$ cat src/rtl/arb_pkg.sv
// arb_pkg: state encoding and one-hot helper shared by the burst arbiter files.
package arb_pkg;

    typedef enum logic {ARB_IDLE, ARB_GRANT} arb_state_e;

    // Wide enough for any practical requester count; callers size-cast to N.
    function automatic logic [63:0] onehot(input int idx, input int n);
        return (idx >= 0 && idx < n) ? 64'd1 << idx : 64'd0;
    endfunction

endpackage

$ cat src/rtl/rr_priority_picker.sv
// rr_priority_picker: first set bit of req & mask, scanning upward from start with wrap.
module rr_priority_picker #(
    parameter int N = 16,
    localparam int IW = $clog2(N)
) (
    input  logic [N-1:0]  req,
    input  logic [N-1:0]  mask,
    input  logic [IW-1:0] start,
    output logic          found,
    output logic [IW-1:0] idx
);

    logic [N-1:0]  m;
    logic [N-1:0]  rot;
    logic [IW-1:0] pos;

    assign m     = req & mask;
    assign found = |m;

    // Rotate so start lands at bit 0, priority-encode, then rotate the index back.
    always_comb begin
        rot = '0;
        pos = '0;
        for (int i = 0; i < N; i++)
            rot[i] = m[(i + int'(start)) % N];
        for (int i = N - 1; i >= 0; i--)
            if (rot[i]) pos = IW'(i);
    end

    assign idx = IW'((int'(pos) + int'(start)) % N);

endmodule

$ cat src/rtl/rr_burst_arbiter.sv
// rr_burst_arbiter: round-robin arbiter that lets an owner hold the grant for up to MAX_BURST cycles.
module rr_burst_arbiter
    import arb_pkg::*;
#(
    parameter int N = 16,
    parameter int MAX_BURST = 4,
    localparam int IW = $clog2(N),
    localparam int CW = (MAX_BURST > 1) ? $clog2(MAX_BURST) : 1
) (
    input  logic          clk,
    input  logic          reset,
    input  logic [N-1:0]  req_i,
    output logic [N-1:0]  gnt_o,
    output logic [IW-1:0] gnt_id_o,
    output logic          gnt_valid_o
);

    arb_state_e    state, state_n;
    logic [IW-1:0] ptr, ptr_n, id_n, start, idx;
    logic [CW-1:0] cnt, cnt_n;
    logic [N-1:0]  mask;
    logic          found, take;

    function automatic logic [IW-1:0] inc(input logic [IW-1:0] i);
        return (i == IW'(N - 1)) ? '0 : i + 1'b1;
    endfunction

    // While granted, search after the owner and skip it; when idle, resume from ptr.
    assign start = (state == ARB_GRANT) ? inc(gnt_id_o) : ptr;
    assign mask  = (state == ARB_GRANT) ? ~N'(onehot(int'(gnt_id_o), N)) : '1;

    rr_priority_picker #(.N(N)) u_pick (
        .req   (req_i),
        .mask  (mask),
        .start (start),
        .found (found),
        .idx   (idx)
    );

    always_comb begin
        state_n = state;
        cnt_n   = cnt;
        id_n    = gnt_id_o;
        take    = 1'b0;
        if (state == ARB_IDLE)
            take = found;
        else if (!req_i[gnt_id_o]) begin
            take = found;
            if (!found) begin
                state_n = ARB_IDLE;
                id_n    = '0;
                cnt_n   = '0;
            end
        end else if (cnt != CW'(MAX_BURST - 1))
            cnt_n = cnt + 1'b1;
        else begin
            take  = found;
            cnt_n = '0;
        end
        if (take) begin
            state_n = ARB_GRANT;
            id_n    = idx;
            cnt_n   = '0;
        end
        ptr_n = take ? inc(idx) : ptr;
    end

    always_ff @(posedge clk) begin
        if (reset) begin
            state       <= ARB_IDLE;
            ptr         <= '0;
            cnt         <= '0;
            gnt_id_o    <= '0;
            gnt_o       <= '0;
            gnt_valid_o <= 1'b0;
        end else begin
            state       <= state_n;
            ptr         <= ptr_n;
            cnt         <= cnt_n;
            gnt_id_o    <= id_n;
            gnt_o       <= (state_n == ARB_GRANT) ? N'(onehot(int'(id_n), N)) : '0;
            gnt_valid_o <= state_n == ARB_GRANT;
        end
    end

endmodule

$ cat config.mk
export PLATFORM = sky130hd
export DESIGN_NAME = rr_burst_arbiter
export DESIGN_NICKNAME = d
export VERILOG_FILES = /design/src/rtl/arb_pkg.sv /design/src/rtl/rr_priority_picker.sv /design/src/rtl/rr_burst_arbiter.sv
export SDC_FILE = /design/constraint.sdc
export NUM_CORES = 1
export LEC_CHECK = 0
export CAP_MARGIN = 25
export CORE_MARGIN = 1
export CORE_UTILIZATION = 45
export DETAILED_ROUTE_END_ITERATION = 16
export DONT_BUFFER_PORTS = 1
export PLACE_DENSITY_LB_ADDON = 0.05
export SYNTH_ARGS = -nofsm -noshare
export SYNTH_HDL_FRONTEND = slang
export SYNTH_SLANG_ARGS = --single-unit
export TNS_END_PERCENT = 1
$ cat constraint.sdc
create_clock -name clk -period 10.77 [get_ports clk]
set_clock_uncertainty 0.05 [all_clocks]
set_input_delay 0 -clock clk [delete_from_list [all_inputs] [get_ports clk]]
set_output_delay 0 -clock clk [all_outputs]
set_load 0.03 [all_outputs]
==> results of run 1 <==
cell usage after synthesis (3+ instances only):
cell	number
dfxtp_1	27
mux2i_1	27
o21ai_0	24
nand2_1	23
nor2_1	17
mux4_2	15
nor3_1	15
inv_1	12
nand3_1	12
ha_1	11
nand2b_1	10
nand4_1	8
nor3_2	8
o211ai_1	8
a21oi_1	7
and2_1	6
buf_2	6
clkbuf_1	6
mux2_2	6
mux4_1	6
xnor2_1	6
xor2_1	6
a31oi_1	5
nand4b_1	5
a22oi_1	4
inv_2	4
nor2b_1	4
buf_1	3
or2_2	3
area by class of cell:
class / count / area share, %
multi-input combinational: 264 / 74.4
timing repair buffer: 3 / 0.833
inverter: 16 / 2.00
sequential: 27 / 18.0
clock buffer: 3 / 1.37
tap: 77 / 3.21
clock inverter: 1 / 0.250
flip-flops by register name (all words and copies together), names as in the netlist:
| name | count |
|---|---|
| gnt_o | 16 |
| cnt | 2 |
| ptr | 4 |
| gnt_id_o | 4 |
| state | 1 |
worst max-delay path: stages, from the launching register on:
cell     delay [ps]
dfxtp_1         810
inv_2           150
ha_1            340
mux2i_2         770
inv_2           380
ha_1            630
mux4_2          580
mux2i_1         240
mux2_2          210
nor2_1           50
o31ai_1         200
a31o_2          180
nand3_1          70
a31oi_1         290
ha_1            290
a21o_1          150
a21oi_1         180
xnor2_1         160
or4_4           540
a31o_1          400
nor3_2          230
per-layer routing:
| layer | vias to the layer above | GRT usage, % | share of wire (%) |
|---|---|---|---|
| met2 | 115 | 37.1 | 47 |
| li1 | 1209 | - | - |
| met1 | 1184 | 32.3 | 46 |
| met4 | 0 | 3.62 | 0.74 |
| met3 | 6 | 4.40 | 6.9 |
| met5 | - | 0 | 0 |
stage by stage:
step                      utilization [%]  instances  cell area, um^2  setup slack, ps  hold slack, ps
after floorplan                         -        325             2930             4800             255
after detailed placement             46.7        386             2950             3800            25.3
after CTS                            47.6        391             3010             3760             285
final                                47.6        391             3010             3770             291
after global routing                 47.6        391             3010             3280             334
after global placement               46.7        386             2950             3920            22.8
logic make-up (layout without fill, tap and decap cells):
logic type	count (synthesis)	count (layout)	share of synthesized area, %
and+or+nand+nor	117	117	22.5
AOI/OAI and AO/OA	67	67	15.5
muxes	56	56	29.3
buffers and inverters	34	23	5.25
DFF	27	27	18.5
adders and majority gates	12	12	5.38
xor gates and xnor gates	12	12	3.59
final timing paths:
| path | startpoint | to | slack [ps] | cells past startpoint |
|---|---|---|---|---|
| hold / removal | req_i[13] | cnt[0] | 290 | 6 |
| hold reg to reg | ptr[1] | ptr[1] | 430 | 2 |
| setup / recovery | gnt_id_o[0] | gnt_o[9] | 3770 | 20 |
| setup reg to reg | gnt_id_o[0] | gnt_o[9] | 3770 | 20 |
==> reports/summary.txt, run 1 <==
Core Area: 0.00631 mm^2
Top FF cell, synth: dfxtp_1
DIE WIDTH: 82.7 um
Antenna Cells: 0
Seq cells post-synth: 27
Initial drt markers: 170
CP required: 10,920 ps
Final HPWL DP: 5.86 mm
Clock sinks: 27
Clk buf depth: 2
IO Port Bufs: 0
Layout cells sized above 1: 16.6%
TritonCTS clock tree: done
Routed vias: 2,514
Total grt overflow: 0
Status: completed
Post-Synthesis Cells: 325
Post-synth top area share: 18.5%
Worst-Skew Late Latency: 270 ps
Multi-input logic area: 0.00223 mm^2
Max-slew violation count: 0
Startpoint Class: flop
Mean Syn Cell Area: 9.01 um^2
Initial Util: 46.4%
Global Route Usage Sum: 23.1%
# rows: 29
First-pass GRT wire length: 12.0 mm
DR WL/cell: 19.0 um
Routed Wire Length: 7.41 mm
Mapped cell area: 0.00293 mm^2
Die H: 82.7 um
Die Area: 0.00684 mm^2
Yosys top cell by area: dfxtp_1
Total setup buffers inserted after CTS: 0
Yosys cell types: 53
Vias in the first global route: 2,308
Hold Fails Final Rpt: 0
Post-cts repair resize count: 0
EDFF count, synth: 0
Arrival time at the worst endpoint: 7150 ps
Synth area leaders: dfxtp_1, mux4_2, mux2i_1, mux4_1, ha_1
Hold-fix buffers, CTS: 1
DR pass1 iterations: 4
# setup viols final: 0
RSZ-0062 raised after global routing: false
Reg clk slew, reported paths: 90 ps
Post-route minimum period: 7000 ps
Via/cell ratio: 6.43
Final routed DRC violation total: 0
Setup TNS: 0 ps
Register area share after synthesis: 18.5%
Worst hold path class: in -> reg
Setup CP Type: reg -> reg
Top Ports: 39
Syn nets: 355
Largest net degree at the start of global routing: 24
Crit-path max FO: 18
H-tree depth: 1
Layout area overhead: 2.61%
Root Driver: clkbuf_8
Most frequent cells in the layout: mux2i_1, dfxtp_1, o21ai_0, nand2_1, nor2_1
Worst-Margin Slew: 975 ps
Layout fillers: 638
Worst slew margin: 33.7%
Post-synth ARST share: 0%
Period utilization: 65.0%
Max-cap viol count: 0
Placer Congestion: 0.839
TritonCTS buffer count: 3
Highest Clock Rate: 143 MHz
ANT nets after route: 0
Initial antenna violation count: 0
Reg area: 541 um^2
# nets final: 345
CP endpoint kind: flop
YS warnings: 0
Power of run 1 is left out: the tool's default activity adds up to more than one toggle a clock period on the data nets, which glitch-free logic cannot reach.
==> run 2: changes to the inputs <==
--- a/config.mk
+++ b/config.mk
@@ -5,6 +5,7 @@
 export SDC_FILE = /design/constraint.sdc
 export NUM_CORES = 1
 export LEC_CHECK = 0
+export ABC_AREA = 1
 export CAP_MARGIN = 25
 export CORE_MARGIN = 1
 export CORE_UTILIZATION = 45
==> constraint.sdc (replaced) <==
create_clock -name clk -period 6.8 [get_ports clk]
set_clock_uncertainty 0.05 [all_clocks]
set_input_delay 0 -clock clk [delete_from_list [all_inputs] [get_ports clk]]
set_output_delay 0 -clock clk [all_outputs]
set_load 0.03 [all_outputs]
==> run 2 against run 1 <==
Against the previous run:
- via count up 21%
- global-route usage grew 0.85 points
- first-iteration DRC count rose by 25%
- area after synthesis down 0.43%
- die area down 0.42%
- wire length grew 4.8%
- core utilization rose by 1.6 points
- count of clock-buffer cells in the layout unchanged
- maximum frequency increased by 25%
- worst setup slack worse by 2600 ps
- sequential cell count unchanged
- register-to-register slack worse by 2600 ps
- critical endpoint is now gnt_o[13]
==> reports/summary.txt, run 2 <==
First-pass GRT wire length: 12.6 mm (+5.7%)
Die H: 82.5 um (-0.21%)
P per Cell Area: 586 mW/mm^2
Crit-path max FO: 17 (-1)
Post-synth ARST share: 0% (unchanged)
Register area share after synthesis: 18.5% (+0.079 points)
Layout fillers: 686 (+7.5%)
Reg clk slew, reported paths: 90 ps (about the same)
Die Area: 0.00681 mm^2 (-0.42%)
Total grt overflow: 0 (unchanged)
Largest register by flop count: gnt_o
Routed vias: 3,047 (+21%)
TritonCTS buffer count: 3 (unchanged)
Worst-Margin Slew: 694 ps (-281 ps)
# rows: 28 (-3.4%)
Synth area leaders: nand2_1, dfxtp_1, nand3_1, nor2_1, inv_1
Crit-path max cell delay: 570 ps (-240 ps)
Largest net degree at the start of global routing: 19 (-21%)
IO Port Bufs: 0 (unchanged)
Highest Clock Rate: 178 MHz (+25%)
Final Util: 49.2% (+1.6 points)
Seq cells post-synth: 27 (unchanged)
Post-Synthesis Cells: 503 (+55%)
Post-cts repair resize count: 0 (unchanged)
Hold Fails Final Rpt: 0 (unchanged)
Clk buf depth: 2 (unchanged)
Top Ports: 39 (unchanged)
Worst hold path class: in -> reg
Post-route minimum period: 5610 ps (-1390 ps)
Cell area after layout: 0.00300 mm^2 (-0.29%)
Core Area: 0.00610 mm^2 (-3.4%)
Critical path depth: 33 (+65%)
Worst-Skew Late Latency: 260 ps (about the same)
Clock sinks: 27 (unchanged)
Setup TNS: 0 ps (unchanged)
Total setup buffers inserted after CTS: 0 (unchanged)
Hold Path Cell Cnt: 6 (unchanged)
Initial antenna violation count: 0 (unchanged)
Layout area overhead: 2.75%
RSZ-0062 raised after global routing: false
Initial Util: 47.8% (+1.5 points)
Largest regs: gnt_o (16), gnt_id_o (4), ptr (4)
Yosys top cell by area: nand2_1
ANT nets after route: 0 (unchanged)
YS warnings: 0 (unchanged)
Most instantiated cells after synthesis: nand2_1, nand3_1, nor2_1, inv_1, dfxtp_1
Global Route Usage Sum: 23.9% (+0.85 points)
Setup CP Type: reg -> reg
Tot Pwr: 1760 uW
Syn nets: 533 (+50%)
DP Area: 0.00294 mm^2 (-0.21%)
Initial drt markers: 213 (+25%)
Max-cap viol count: 0 (unchanged)
Final HPWL DP: 6.41 mm (+9.4%)
# setup viols final: 0 (unchanged)
Vias in the first global route: 2,769 (+20%)
Top FF cell, synth: dfxtp_1
Status: completed
DR pass1 iterations: 5 (+1)
Yosys cell types: 43 (-19%)
Period utilization: 82.6% (+18 points)
DIE WIDTH: 82.5 um (-0.21%)
Most frequent cells in the layout: nand2_1, nand3_1, nor2_1, inv_1, dfxtp_1
Routed Wire Length: 7.77 mm (+4.8%)
Post-synth top area share: 19.9% (+1.5 points)
Via/cell ratio: 5.32 (-17%)
CP endpoint kind: flop
Root Driver: clkbuf_8
P_leak: 0.00149 uW
Antenna Cells: 0 (unchanged)
Max reg flops: 16 (unchanged)
Worst slew margin: 53.4% (+20 points)
TritonCTS clock tree: done
Placer Congestion: 0.881 (+5.0%)
Mean Syn Cell Area: 5.80 um^2 (-36%)
FF-to-FF path depth: 33 (+65%)
Max-slew violation count: 0 (unchanged)
Crit-path most repeated cell: nand2_1
Final routed DRC violation total: 0 (unchanged)
Delay-heaviest family, CP: adder cells
# nets final: 529 (+53%)
EDFF count, synth: 0 (unchanged)
Peak supply drop: 0.371 mV
Startpoint Class: flop
Crit-path slowest cell: ha_1
Mapped cell area: 0.00292 mm^2 (-0.43%)
Layout cells sized above 1: 10.2% (-6.3 points)
Arrival time at the worst endpoint: 5730 ps (-1420 ps)
DR WL/cell: 13.6 um (-28%)
Most frequent cell after synthesis: nand2_1
Bufs and invs on worst path: 7 (+5)
H-tree depth: 1 (unchanged)
CP required: 6910 ps (-4010 ps)
Commonest non-fill, non-tap cell in the layout: nand2_1
-- run 2: cell families after synthesis --
group | after synthesis | share of synthesized area (%)
AO/OA/AOI/OAI | 79 | 16.0
AND/OR/NAND/NOR | 308 | 46.8
flip-flops | 27 | 18.5
buffers and inverters | 68 | 10.3
adder cells (fa/ha/maj) | 12 | 5.41
XOR/XNOR | 9 | 2.96
-- run 2: worst register-to-register path, delay by kind of cell, from the launching register on --
family                     cells  cell delay [ps]
adders and majority gates      4             1470
buffers and inverters          7             1350
AOI/OAI and AO/OA              5             1120
and+or+nand+nor               16             1030
DFF                            1              320
xor gates and xnor gates       1              160
-- run 2: worst paths after layout --
kind | from | end | slack [ps]
hold reg to reg | ptr[3] | ptr[3] | 410
hold / removal | req_i[4] | cnt[1] | 310
setup / recovery | gnt_id_o[0] | gnt_o[13] | 1190
setup reg to reg | gnt_id_o[0] | gnt_o[13] | 1190
-- run 2: cell type report --
class	instances	area (um^2)	share of cell area [%]
multi-input combinational	408	2070	69.2
sequential	27	541	18.0
inverter	55	209	6.97
tap	75	93.8	3.13
clock buffer	3	41.3	1.38
timing repair buffer	4	32.5	1.09
clock inverter	1	5.00	0.167
-- run 2: per-layer routing --
| layer | track usage, % | vias to the layer above | wire length [um] |
|---|---|---|---|
| met2 | 41.7 | 74 | 3650 |
| met3 | 2.75 | 4 | 380 |
| met5 | 0 | - | 0 |
| li1 | - | 1623 | - |
| met1 | 31.7 | 1346 | 3710 |
| met4 | 4.48 | 0 | 29 |
-- run 2: power by group --
group	total [uW]	internal [uW]	switching (uW)
sequential	303	211	92.1
combinational	1370	454	912
clock	87.5	40.9	46.5
-- run 2: per-stage QoR --
step	setup WS [ps]	cells	hold slack [ps]
after floorplan	1910	503	187
after global placement	1250	568	24.0
after detailed placement	1210	568	26.7
after CTS	1190	573	306
after global routing	556	573	440
final	1190	573	315
-- run 2: what timing repair did --
item,in CTS,in global routing
hold buffers,1,0
hold endpoints to repair,11,0
setup endpoints to repair,0,0
Note: power is estimated with default switching activity, not from simulation.
